$ cat config.mk
export PLATFORM = sky130hd
export DESIGN_NAME = cheshire_uart_rx
export DESIGN_NICKNAME = d
export VERILOG_FILES = /design/src/rtl/cheshire_uart_rx_pkg.sv /design/src/rtl/cheshire_uart_rx_fifo.sv /design/src/rtl/cheshire_uart_rx.sv
export SDC_FILE = /design/constraint.sdc
export NUM_CORES = 1
export LEC_CHECK = 0
export BUFFER_PORTS_ARGS = -buffer_cell sky130_fd_sc_hd__buf_2
export CORE_MARGIN = 2
export CORE_UTILIZATION = 49
export DETAILED_ROUTE_END_ITERATION = 8
export GPL_TIMING_DRIVEN = 0
export PLACE_DENSITY_LB_ADDON = 0.15
export SYNTH_ARGS = -nofsm -noshare
export SYNTH_HDL_FRONTEND = slang
export SYNTH_SLANG_ARGS = --single-unit
$ cat constraint.sdc
create_clock -name clk_i -period 8.65 [get_ports clk_i]
set_clock_uncertainty 0.1 [all_clocks]
set_input_delay 0.4325 -clock clk_i [delete_from_list [all_inputs] [get_ports clk_i]]
set_output_delay 0.4325 -clock clk_i [all_outputs]
set_load 0.01 [all_outputs]
$ cat src/rtl/cheshire_uart_rx_pkg.sv
// Shared definitions for the cheshire UART receiver.
//   DataWidth : bits per received character
//   MinDiv    : smallest bit-period divisor the receiver will use
//   state_e   : receiver FSM states (PARITY exists only when
//               CHESHIRE_UART_RX_PARITY_EN is defined)
package cheshire_uart_rx_pkg;

    localparam int unsigned DataWidth = 8;
    localparam int unsigned MinDiv    = 4;

    typedef enum logic [2:0] {
        IDLE,
        START,
        DATA,
`ifdef CHESHIRE_UART_RX_PARITY_EN
        PARITY,
`endif
        STOP,
        WAIT_HIGH
    } state_e;

endpackage

$ cat src/rtl/cheshire_uart_rx_fifo.sv
// Byte FIFO used by the UART receiver (fifo_v3 interface subset,
// synchronous active-low reset, no fall-through).
//   clk_i, rst_ni     : clock, synchronous active-low reset
//   full_o, empty_o   : occupancy flags
//   data_i, push_i    : write side; a push while full is accepted only
//                       when a pop happens in the same cycle
//   data_o, pop_i     : read side; data_o reads 0 while empty
module fifo_v3
    import cheshire_uart_rx_pkg::*;
#(
    parameter int unsigned DATA_WIDTH = DataWidth,
    parameter int unsigned DEPTH      = 8
) (
    input  logic                  clk_i,
    input  logic                  rst_ni,
    output logic                  full_o,
    output logic                  empty_o,
    input  logic [DATA_WIDTH-1:0] data_i,
    input  logic                  push_i,
    output logic [DATA_WIDTH-1:0] data_o,
    input  logic                  pop_i
);

    localparam int unsigned AddrW = (DEPTH > 1) ? $clog2(DEPTH) : 1;

    logic [AddrW-1:0]      rd_q, rd_d, wr_q, wr_d;
    logic [AddrW:0]        cnt_q, cnt_d;
    logic [DATA_WIDTH-1:0] mem_q [DEPTH];
    logic                  push_do, pop_do;

    assign full_o  = (cnt_q == (AddrW+1)'(DEPTH));
    assign empty_o = (cnt_q == '0);
    assign pop_do  = pop_i & ~empty_o;
    // A full FIFO can still take a byte when the head leaves this cycle.
    assign push_do = push_i & (~full_o | pop_do);
    assign data_o  = empty_o ? '0 : mem_q[rd_q];

    always_comb begin
        rd_d  = rd_q;
        wr_d  = wr_q;
        cnt_d = cnt_q;
        if (pop_do) begin
            rd_d = rd_q + AddrW'(1);
        end
        if (push_do) begin
            wr_d = wr_q + AddrW'(1);
        end
        if (push_do && !pop_do) begin
            cnt_d = cnt_q + (AddrW+1)'(1);
        end else if (pop_do && !push_do) begin
            cnt_d = cnt_q - (AddrW+1)'(1);
        end
    end

    always_ff @(posedge clk_i) begin
        if (!rst_ni) begin
            rd_q  <= '0;
            wr_q  <= '0;
            cnt_q <= '0;
        end else begin
            rd_q  <= rd_d;
            wr_q  <= wr_d;
            cnt_q <= cnt_d;
        end
    end

    always_ff @(posedge clk_i) begin
        if (push_do) begin
            mem_q[wr_q] <= data_i;
        end
    end

endmodule

$ cat src/rtl/cheshire_uart_rx.sv
// UART receiver: 8 data bits, LSB first, one stop bit, optional parity,
// followed by a byte FIFO with a valid/ready read port.
//   clk_i, rst_ni  : clock, synchronous active-low reset
//   en_i           : when low no new frame is started
//   clk_div_i      : clk_i cycles per bit (values below 4 are raised to 4),
//                    latched at the start edge of each frame
//   uart_rx_i      : asynchronous serial line, idle high
//   data_o/valid_o/ready_i : FIFO head and handshake
//   busy_o         : frame in progress
//   frame_err_o    : pulse, stop bit sampled low
//   overrun_o      : pulse, good byte dropped because the FIFO was full
//   parity_en_i, parity_odd_i, parity_err_o : present only when the macro
//                    CHESHIRE_UART_RX_PARITY_EN is defined
module cheshire_uart_rx
    import cheshire_uart_rx_pkg::*;
#(
    parameter int unsigned FifoDepth = 8,
    parameter int unsigned DivWidth  = 16
) (
    input  logic                 clk_i,
    input  logic                 rst_ni,
    input  logic                 en_i,
    input  logic [DivWidth-1:0]  clk_div_i,
    input  logic                 uart_rx_i,
    output logic [DataWidth-1:0] data_o,
    output logic                 valid_o,
    input  logic                 ready_i,
`ifdef CHESHIRE_UART_RX_PARITY_EN
    input  logic                 parity_en_i,
    input  logic                 parity_odd_i,
    output logic                 parity_err_o,
`endif
    output logic                 busy_o,
    output logic                 frame_err_o,
    output logic                 overrun_o
);

    state_e                state_q, state_d;
    logic [1:0]            rx_sync_q;
    logic                  rx_s, rx_prev_q;
    logic [DivWidth-1:0]   cnt_q, cnt_d, div_q, div_d;
    logic [2:0]            bit_q, bit_d;
    logic [DataWidth-1:0]  shift_q, shift_d;
    logic                  frame_err_q, frame_err_d;
    logic                  overrun_q, overrun_d;
    logic                  push_req, fifo_full, fifo_empty, pop;
    logic                  half_hit, full_hit;
`ifdef CHESHIRE_UART_RX_PARITY_EN
    logic                  par_bad_q, par_bad_d;
    logic                  parity_err_q, parity_err_d;
`endif

    assign rx_s     = rx_sync_q[1];
    assign half_hit = (cnt_q == ((div_q >> 1) - DivWidth'(1)));
    assign full_hit = (cnt_q == (div_q - DivWidth'(1)));

    always_comb begin
        state_d     = state_q;
        cnt_d       = cnt_q;
        div_d       = div_q;
        bit_d       = bit_q;
        shift_d     = shift_q;
        push_req    = 1'b0;
        frame_err_d = 1'b0;
`ifdef CHESHIRE_UART_RX_PARITY_EN
        par_bad_d    = par_bad_q;
        parity_err_d = 1'b0;
`endif
        unique case (state_q)
            IDLE: begin
                cnt_d = '0;
                bit_d = '0;
`ifdef CHESHIRE_UART_RX_PARITY_EN
                par_bad_d = 1'b0;
`endif
                if (en_i && rx_prev_q && !rx_s) begin
                    state_d = START;
                    div_d   = (clk_div_i < DivWidth'(MinDiv)) ? DivWidth'(MinDiv) : clk_div_i;
                end
            end
            // Mid start bit: a line back high means it was a glitch.
            START: begin
                if (half_hit) begin
                    cnt_d   = '0;
                    state_d = rx_s ? IDLE : DATA;
                end else begin
                    cnt_d = cnt_q + DivWidth'(1);
                end
            end
            DATA: begin
                if (full_hit) begin
                    cnt_d   = '0;
                    shift_d = {rx_s, shift_q[DataWidth-1:1]};
                    bit_d   = bit_q + 3'd1;
                    if (bit_q == 3'd7) begin
`ifdef CHESHIRE_UART_RX_PARITY_EN
                        state_d = parity_en_i ? PARITY : STOP;
`else
                        state_d = STOP;
`endif
                    end
                end else begin
                    cnt_d = cnt_q + DivWidth'(1);
                end
            end
`ifdef CHESHIRE_UART_RX_PARITY_EN
            // Even parity: data XOR parity bit must be 0; odd: must be 1.
            PARITY: begin
                if (full_hit) begin
                    cnt_d     = '0;
                    par_bad_d = (^shift_q) ^ rx_s ^ parity_odd_i;
                    state_d   = STOP;
                end else begin
                    cnt_d = cnt_q + DivWidth'(1);
                end
            end
`endif
            STOP: begin
                if (full_hit) begin
                    cnt_d = '0;
                    if (!rx_s) begin
                        frame_err_d = 1'b1;
                        state_d     = WAIT_HIGH;
`ifdef CHESHIRE_UART_RX_PARITY_EN
                    end else if (par_bad_q) begin
                        parity_err_d = 1'b1;
                        state_d      = IDLE;
`endif
                    end else begin
                        push_req = 1'b1;
                        state_d  = IDLE;
                    end
                end else begin
                    cnt_d = cnt_q + DivWidth'(1);
                end
            end
            // A low stop bit may be a break; do not hunt for a start edge
            // until the line has recovered.
            WAIT_HIGH: begin
                if (rx_s) begin
                    state_d = IDLE;
                end
            end
            default: state_d = IDLE;
        endcase
    end

    assign pop       = valid_o & ready_i;
    assign overrun_d = push_req & fifo_full & ~pop;

    always_ff @(posedge clk_i) begin
        if (!rst_ni) begin
            state_q     <= IDLE;
            rx_sync_q   <= 2'b11;
            rx_prev_q   <= 1'b1;
            cnt_q       <= '0;
            div_q       <= '0;
            bit_q       <= '0;
            frame_err_q <= 1'b0;
            overrun_q   <= 1'b0;
`ifdef CHESHIRE_UART_RX_PARITY_EN
            par_bad_q    <= 1'b0;
            parity_err_q <= 1'b0;
`endif
        end else begin
            state_q     <= state_d;
            rx_sync_q   <= {rx_sync_q[0], uart_rx_i};
            rx_prev_q   <= rx_s;
            cnt_q       <= cnt_d;
            div_q       <= div_d;
            bit_q       <= bit_d;
            frame_err_q <= frame_err_d;
            overrun_q   <= overrun_d;
`ifdef CHESHIRE_UART_RX_PARITY_EN
            par_bad_q    <= par_bad_d;
            parity_err_q <= parity_err_d;
`endif
        end
    end

    always_ff @(posedge clk_i) begin
        shift_q <= shift_d;
    end

    fifo_v3 #(
        .DATA_WIDTH (DataWidth),
        .DEPTH      (FifoDepth)
    ) i_fifo (
        .clk_i   (clk_i),
        .rst_ni  (rst_ni),
        .full_o  (fifo_full),
        .empty_o (fifo_empty),
        .data_i  (shift_q),
        .push_i  (push_req),
        .data_o  (data_o),
        .pop_i   (pop)
    );

    assign valid_o     = ~fifo_empty;
    assign busy_o      = (state_q != IDLE);
    assign frame_err_o = frame_err_q;
    assign overrun_o   = overrun_q;
`ifdef CHESHIRE_UART_RX_PARITY_EN
    assign parity_err_o = parity_err_q;
`endif

endmodule
==> results.md <==
* Top post-synthesis cells by area: edfxtp_1 33%, dfxtp_1 17%, mux4_2 5.5%, nand2_1 5.0%, xnor2_1 4.2%
* R2r setup slk at 4.22 ns
* R2R depth at 18
* Slew Viols, Final at 0
* Count leader, synth: nand2_1
* Die height at 119 um
* Placer Congestion at 0.888
* EDFF count, synth at 72
* Post-synthesis cell area at 6500 um2
* Met3 wire len at 510 um
* Synth Net Count at 646
* Worst Hold Depth at 2
* CTS resizes at 0
* Gate Count Post-Synth at 614
* Final setup fails at 0
* First-pass GRT wire length at 23.6 mm
* Cts hold-fix bufs at 0
* P per Cell Area at 196 nW/um2
* Post-CTS setup buffers at 0
* Status: finished clean
* Congestion Overflow GR at 0
* Setup TNS at 0 ns
* Number of nets in the layout at 698
* Reg2reg end: i_fifo.cnt_q[3]
* Die W at 119 um
* Routed WL at 14.4 mm
* Critical path class: reg -> reg
* RSZ-0062 raised after global routing: false
* Vias at 4761
* Vias in the first global route at 4630
* Synth area leader: edfxtp_1
* CP required at 8.89 ns
* Gr usage total at 21.8%
* Critical hold path startpoint: uart_rx_i
* Worst slew margin at 39.4%
* Worst skew pair latency at 0.41 ns
* Pre-antenna DRT Iters at 5
* Power after layout at 0.00148 W
* Max-cap violation count at 0
* Post-synth ARST share at 0%
* Critical R2R Launch: div_q[2]
* H-tree Lvls at 4
* Tcrit/Tclk final at 51.2%
* Post-DRT Antenna Nets at 0
* Setup crit end kind: flop
* Clock Path Buffers at 2
* Post-route DRC at 0
* Lkg Pwr at 2.76 nW
* Initial Util at 49.7%
* Seq/Total Area, Yosys at 50.5%
* CP Launch Type: flop
* Hold Path Sink: rx_sync_q[0]
* Top-area cell type share of the netlist area at 33.3%
* Hold Vio Cnt, Final at 0
* Fmax at 226 MHz
* Minimum clock period at 4.43 ns
* DRT iter0 DRCs at 353
* # rows at 42
* Drt via density at 5.57
* HPWL after detailed placement at 10.4 mm
* Ports at 33
* VDD IR max at 0.000124 V
* Largest net degree at the start of global routing at 17
* DR WL/cell at 16.9 um
* Initial antenna violation count at 0
* Yosys Warn Count at 0
* Crit-path max FO at 9
* WP data arrival at 4.67 ns
* Core box area at 13100 um2
* Synth-to-layout area growth at 16.1%
* Port buffer count at 32
* CTS tree: yes
* Leading cell types by count after synthesis: 86 x nand2_1, 72 x edfxtp_1, 56 x dfxtp_1, 35 x clkbuf_1, 35 x nor2_1
* Wire length on met2 at 7.59 mm
* Root buffer cell: clkbuf_16
* Register bit total from synthesis at 128
* Worst hold-check path type: in -> reg
* Worst-Margin Slew at 0.906 ns
* # diodes at 0
* Main flop type after synthesis: edfxtp_1
* Uppermost layer routed: met4
* Share of layout cells above drive strength 1 at 14.3%
* CTS sink cnt at 128
* Full die area at 14200 um2
* Synth Area per Inst at 10.6 um2
* Unique masters post-synth at 67
* TritonCTS buffer count at 17
* Clock transition at the registers of the reported paths at 0.06 ns
* Met1 wire length at 6.08 mm
## flip-flops by register name (all words and copies together), names as in the netlist, named ones only
register,flops
div_q,16
overrun_o,1
state_q,3
cnt_q,16
i_fifo.cnt_q,4
i_fifo.mem_q,64
i_fifo.rd_q,3
shift_q,8
i_fifo.wr_q,3
rx_prev_q,1
frame_err_o,1
rx_sync_q,2
bit_q,3
## per-layer routing
metal  vias up  GRT usage, %
met4         0          7.44
met2        99          38.7
met1      2304          25.8
met5         -             0
met3        24          5.08
li1       2334             -
## critical path, stage by stage, from the launching register on
cell and delay, ns:
dfxtp_1 0.30, clkbuf_1 0.20, inv_1 0.10, ha_1 0.25, nor4b_1 0.54, nand2_1 0.23, or3_1 0.42, a211oi_1 0.25
and4_4 0.30, nand4_4 0.15, inv_1 0.09, ha_1 0.17, inv_1 0.09, ha_1 0.29, a21o_1 0.18, a21oi_1 0.17
xnor2_1 0.09, or3_1 0.30, a21boi_0 0.16
## report_power, final
group | total [W] | internal, W | switching (W)
sequential | 0.000641 | 0.000639 | 0.00000218
combinational | 0.0000690 | 0.0000284 | 0.0000406
clock | 0.000769 | 0.000509 | 0.000261
total | 0.00148 | 0.00118 | 0.000303
## cell families after synthesis
kind of cell	count (synthesis)	share of synthesized area [%]
AND/OR/NAND/NOR	252	19.9
flip-flops	128	50.5
XOR/XNOR	44	5.93
AO/OA/AOI/OAI	91	10.1
adder cells (fa/ha/maj)	11	2.23
buffers and inverters	59	3.74
multiplexers	29	7.55
## through the flow
| stage | hold slack (ns) | instance area, um2 | std cells | util, % | setup WS (ns) |
|---|---|---|---|---|---|
| 6_report | 0.0999 | 7540 | 854 | 57.6 | 4.22 |
| 5_1_grt | 0.101 | 7540 | 854 | 57.6 | 3.89 |
| 4_1_cts | 0.0796 | 7540 | 854 | 57.6 | 4.20 |
| 3_5_place_dp | 0.308 | 6900 | 823 | 52.7 | 4.22 |
| 3_3_place_gp | 0.293 | 6880 | 822 | 52.6 | 4.01 |
| 2_1_floorplan | 0.286 | 6500 | 614 | - | 4.55 |
## placed cells by master, fill, tap and decap left out, types with 3 or more instances in the layout
cell       netlist  final
nor3_2           0      3
edfxtp_1        72     72
nand4_1          8      8
buf_1            5      5
a21boi_1         4      4
a211o_1          3      3
o21ai_0         12     12
o21a_1           3      3
nand2_1         86     86
nor3b_1          4      4
mux4_2          16     16
nor3_1          15     12
a21oi_1          9      9
nor2b_1         11     11
and2_1          20     20
ha_1            10     10
nand3_1         22     22
nand3b_1         3      3
bufinv_16        0      5
or3_1            8      8
clkbuf_16        0     17
and3_1           8      8
o31ai_1          3      3
mux2i_1         13     13
dfxtp_1         56     56
o31a_1           3      3
nor2_1          35     35
inv_1           14     14
clkbuf_1        35     35
a21boi_0        20     20
xor2_1          13     13
clkinv_1         0      3
nand2b_1         5      5
buf_2            2     34
or2_2            3      3
o22ai_1         12     12
or4_1            3      3
xnor2_1         31     31
nor4_1           9      8
## layout make-up
class,count,area [um2]
fillers,1115,5540
flip-flops and latches,128,3280
multi-input cells,427,2990
clock buffers,17,425
well taps,176,220
clock inverters,14,211
plain buffers,45,190
repair buffers,33,168
inverters,14,52.6
## worst max-delay path by stage
stage	startpoint	to	slack [ns]	depth (start not counted)
3_3_place_gp	div_q[2]	i_fifo.mem_q[0][0]	4.01	11
3_5_place_dp	div_q[9]	i_fifo.cnt_q[3]	4.22	17
2_1_floorplan	div_q[8]	i_fifo.cnt_q[3]	4.55	17
6_report	div_q[2]	i_fifo.cnt_q[3]	4.22	18
5_1_grt	div_q[2]	i_fifo.cnt_q[3]	3.89	18
4_1_cts	div_q[9]	i_fifo.cnt_q[3]	4.20	17
(Power assumes the default switching activity.)
